`config.mk`:
```
export PLATFORM = sky130hd
export DESIGN_NAME = tdm_demux_8
export DESIGN_NICKNAME = d
export VERILOG_FILES = /design/src/rtl/tdm_demux_8.sv
export SDC_FILE = /design/constraint.sdc
export NUM_CORES = 1
export LEC_CHECK = 0
export CAP_MARGIN = 40
export CORE_AREA = 2 2 60 67
export CTS_CLUSTER_DIAMETER = 60
export DETAILED_ROUTE_END_ITERATION = 7
export DIE_AREA = 0 0 62 69
export GPL_TIMING_DRIVEN = 0
export SETUP_SLACK_MARGIN = 0.05
export SLEW_MARGIN = 20
export SYNTH_ARGS = -nofsm -noshare
export SYNTH_HDL_FRONTEND = slang
export SYNTH_SLANG_ARGS = --single-unit
```
`constraint.sdc`:
```
create_clock -name CLK -period 2.45 [get_ports CLK]
set_input_delay 0.6125 -clock CLK [delete_from_list [all_inputs] [get_ports CLK]]
set_output_delay 0.6125 -clock CLK [all_outputs]
set_load 0.01 [all_outputs]
```
`src/rtl/tdm_demux_8.sv`:
```
`default_nettype none
// ============================================================================
// Module      : tdm_demux_8
// Description : Serial TDM demultiplexer. Assembles 8 framed slot bits into a
//               parallel byte and tracks framing errors.
// Revision    : 1.0 - initial release
// ============================================================================
module tdm_demux_8 #(
    parameter int SYNC_EVERY = 1,
    parameter int ERR_W      = 8
) (
    input  logic             CLK,
    input  logic             RST,
    input  logic             EN,
    input  logic             D,
    input  logic             SYNC,
    output logic [7:0]       O,
    output logic             VALID,
    output logic [2:0]       SLOT,
    output logic             LOCK,
    output logic             ERR,
    output logic [ERR_W-1:0] ERR_CNT
);

    localparam logic [0:0] c_HUNT     = 1'b0;
    localparam logic [0:0] c_LOCKED   = 1'b1;
    localparam logic       c_SYNC_REQ = (SYNC_EVERY != 0);

    logic [0:0]       r_state,   w_state;
    logic [2:0]       r_slot,    w_slot;
    logic [7:0]       r_asm,     w_asm;
    logic [7:0]       r_o,       w_o;
    logic             r_valid,   w_valid;
    logic             r_err,     w_err;
    logic [ERR_W-1:0] r_err_cnt, w_err_cnt;
    logic [ERR_W-1:0] w_cnt_inc;

    // Saturating increment: holds at all-ones.
    assign w_cnt_inc = (&r_err_cnt) ? r_err_cnt : r_err_cnt + ERR_W'(1);

    always_ff @(posedge CLK or posedge RST) begin
        if (RST) begin
            r_state   <= c_HUNT;
            r_slot    <= 3'd0;
            r_asm     <= 8'd0;
            r_o       <= 8'd0;
            r_valid   <= 1'b0;
            r_err     <= 1'b0;
            r_err_cnt <= '0;
        end else begin
            r_state   <= w_state;
            r_slot    <= w_slot;
            r_asm     <= w_asm;
            r_o       <= w_o;
            r_valid   <= w_valid;
            r_err     <= w_err;
            r_err_cnt <= w_err_cnt;
        end
    end

    always_comb begin
        w_state   = r_state;
        w_slot    = r_slot;
        w_asm     = r_asm;
        w_o       = r_o;
        w_valid   = 1'b0;
        w_err     = 1'b0;
        w_err_cnt = r_err_cnt;

        if (EN) begin
            case (r_state)
                c_HUNT: begin
                    if (SYNC) begin
                        w_asm[0] = D;
                        w_slot   = 3'd1;
                        w_state  = c_LOCKED;
                    end
                end
                default: begin
                    if (SYNC && (r_slot != 3'd0)) begin
                        // Realign: the sync bit starts a fresh frame.
                        w_err     = 1'b1;
                        w_err_cnt = w_cnt_inc;
                        w_asm[0]  = D;
                        w_slot    = 3'd1;
                    end else if (c_SYNC_REQ && !SYNC && (r_slot == 3'd0)) begin
                        w_err     = 1'b1;
                        w_err_cnt = w_cnt_inc;
                        w_slot    = 3'd0;
                        w_state   = c_HUNT;
                    end else begin
                        w_asm[r_slot] = D;
                        w_slot        = r_slot + 3'd1;
                        if (r_slot == 3'd7) begin
                            w_o     = {D, r_asm[6:0]};
                            w_valid = 1'b1;
                        end
                    end
                end
            endcase
        end
    end

    assign O       = r_o;
    assign VALID   = r_valid;
    assign SLOT    = r_slot;
    assign LOCK    = (r_state == c_LOCKED);
    assign ERR     = r_err;
    assign ERR_CNT = r_err_cnt;

endmodule
`default_nettype wire
```
==> run summary, run 1 <==
Status: finished clean
Vias: 983
Minimum clock period: 2.25 ns
Leak: 0.808 nW
Fin Clk Skew: 0.00474 ns
Setup crit end kind: flop
Post-route insts no fill: 194
Area growth from synthesis to final layout: 30.0%
Fmax: 445 MHz
Net count, final: 157
WL/cell: 12.6 um
Post-synthesis sequential area ratio: 0.525
Worst Tran Pin Value: 0.538 ns
Adder-cell share of the synthesized area: 0.0634
Die area: 0.00428 sq mm
Final RePlAce weighted congestion: 0.786
Seq cells post-synth: 29
Total power: 1.84 mW
GRT Total Usage: 0.134
Most common cell after layout, fill and taps aside: dfrtp_1
Syn avg cell area: 12.3 sq um
Hold_buf cts: 0
Synthesized netlist cell count: 112
Initial antenna violation count: 0
Total congestion overflow: 0
Synth Area in XOR/XNOR: 0.0190
Async set or reset register ratio after synthesis: 1.00
Endpoints failing hold: 0
RSZ-0062 raised after global routing: no
WP data arrival: 2.40 ns
DR pass1 iterations: 4
Placed instance count: 188
Global-route wire length before repair: 4300 um
Synthesized cell area: 0.00138 sq mm
Mapped Nets: 124
Pre-CTS setup slack: -0.0895 ns
Vias per std cell: 5.07
Synth warn: 0
Number of routed nets with antenna violations: 0
# fillers: 344
Synth Flop Type: dfrtp_1
Final period util: 0.917
Max Slew Vio Count: 0
Port bufs: 25
Worst setup SP type: primary input
Mux cell area share after synthesis: 0.155
WP data required: 2.60 ns
Diode count: 0
Simple-gate share of the synthesized area: 0.141
CP Class: in -> reg
CTS tree: yes
Final Worst Setup Slack: 0.203 ns
H-tree lvl count: 2
CTS Buf Count: 5
Die Wd: 62 um
Initial DRC count: 64
Vias in the first global route: 950
WL final: 2440 um
DRC viols: 0
Core footprint: 0.00360 sq mm
Hold Path Class: reg -> reg
# IOs: 27
Endpoints failing setup: 0
Post-cts resize count: 0
Detailed Place HPWL: 1850 um
Row cnt: 23
PwrDens: 1020 mW/mm^2
Clock tree buffer depth: 2
Setup bufs post-CTS: 0
CTS Root Buffer Type: clkbuf_8
Most frequent cells in the layout: 29 x dfrtp_1, 25 x clkdlybuf4s50_1, 15 x mux2_2
Max-slew headroom: 0.641
Die H: 69 um
Critical Path Fanout Max: 9
Compound-Gate Fraction of Synth Area: 0.0580
Largest family of logic cells by synthesized area: multiplexers
Post-layout util: 0.499
Clk_lat worst skew: 0.27 ns
Clk sinks: 29
Hold Slack: 0.507 ns
EDFF count, synth: 0
Max_cap viols: 0
IR drop worst, VDD: 0.526 mV
Share of layout cells above drive strength 1: 0.194
Largest net degree at the start of global routing: 19
Starting density of the core: 0.384
CTS clock-pin slew for the worst setup and hold paths: 0.06 ns
Distinct cells, synth: 28
-- metrics by stage --
stage          instance area, sq um  TNS, ns
2_1_floorplan                  1380        0
3_3_place_gp                   1690   -0.121
3_5_place_dp                   1720   -0.232
4_1_cts                        1800        0
5_1_grt                        1800        0
6_report                       1800        0
-- cells by family after synthesis --
logic type	after synthesis
DFF	29
and+or+nand+nor	34
AOI/OAI and AO/OA	11
buffers and inverters	9
adders and majority gates	7
muxes	19
xor gates and xnor gates	3
-- synthesized netlist by cell type (all sizes together) (4+ instances only) --
library cell  number  area share
dfrtp             29        0.53
mux2              19        0.15
ha                 7       0.063
nand4              7       0.036
nor2               7       0.019
inv                6       0.016
nand2b             5       0.023
nor3               4       0.014
-- report_power, final --
group / total [mW] / internal [mW] / leakage [nW] / switching [mW]
logic: 0.713 / 0.408 / 0.393 / 0.304
registers: 0.779 / 0.633 / 0.376 / 0.146
clock network: 0.348 / 0.186 / 0.0399 / 0.162
total: 1.84 / 1.23 / 0.808 / 0.612
-- area by class of cell --
class                           instances  area [sq um]  share of cell area
Sequential cell                        29           726               0.404
Multi-Input combinational cell         74           603               0.336
Timing Repair Buffer                   26           278               0.155
Clock buffer                            5          68.8              0.0383
Tap cell                               50          62.6              0.0348
Buffer                                  3          30.0              0.0167
Inverter                                6          22.5              0.0125
Clock inverter                          1          5.00             0.00279
-- worst max-delay path: stages --
cell	delay (ns)
clkdlybuf4s50_1	0.54
inv_1	0.09
ha_1	0.35
and3b_1	0.24
buf_6	0.13
nand4_1	0.11
mux2_1	0.32
-- worst paths after layout --
| kind | end | slack [ns] | cells past startpoint | start |
|---|---|---|---|---|
| max in group asynchronous | O[2]$_DFFE_PP0P_ | 1.29 | 3 | RST |
| hold reg to reg | O[1]$_DFFE_PP0P_ | 0.51 | 1 | r_asm[1]$_DFFE_PP0P_ |
| min in group asynchronous | LOCK$_DFFE_PP0P_ | 0.68 | 2 | RST |
| setup / recovery | ERR_CNT[6]$_DFFE_PP0P_ | 0.20 | 7 | SYNC |
| hold / removal | O[1]$_DFFE_PP0P_ | 0.51 | 1 | r_asm[1]$_DFFE_PP0P_ |
| setup reg to reg | ERR_CNT[6]$_DFFE_PP0P_ | 0.30 | 9 | SLOT[1]$_DFFE_PP0P_ |
-- routing by layer --
layer / part of all wire / vias to the layer above / GRT usage
met5: 0 / - / 0
met4: 0.0066 / 0 / 0.0355
met3: 0.055 / 3 / 0.0563
met2: 0.50 / 29 / 0.208
met1: 0.44 / 490 / 0.168
li1: - / 461 / -
-- state kept, by name, summed over array words and instances, names as in the netlist --
register and count:
ERR 1, ERR_CNT 8, LOCK 1, O 8
SLOT 3, VALID 1, r_asm 7
Power figures use the tool's default switching activity.
==> inputs of run 2 (changes only) <==
==> constraint.sdc (replaced) <==
create_clock -name CLK -period 2.45 [get_ports CLK]
set_input_delay 0.49 -clock CLK [delete_from_list [all_inputs] [get_ports CLK]]
set_output_delay 0.49 -clock CLK [all_outputs]
set_load 0.01 [all_outputs]
==> results of run 2 <==
The final DEF is identical to that of run 1. Status: finished clean.
Among the figures that moved: setup slack after placement -0.0895 ns -> 0.0330 ns; setup slack after layout 0.203 ns -> 0.301 ns; hold slack 0.507 ns -> 0.470 ns; start point of the critical path SYNC -> SLOT[1]$_DFFE_PP0P_; end point of the worst hold path O[1]$_DFFE_PP0P_ -> LOCK$_DFFE_PP0P_
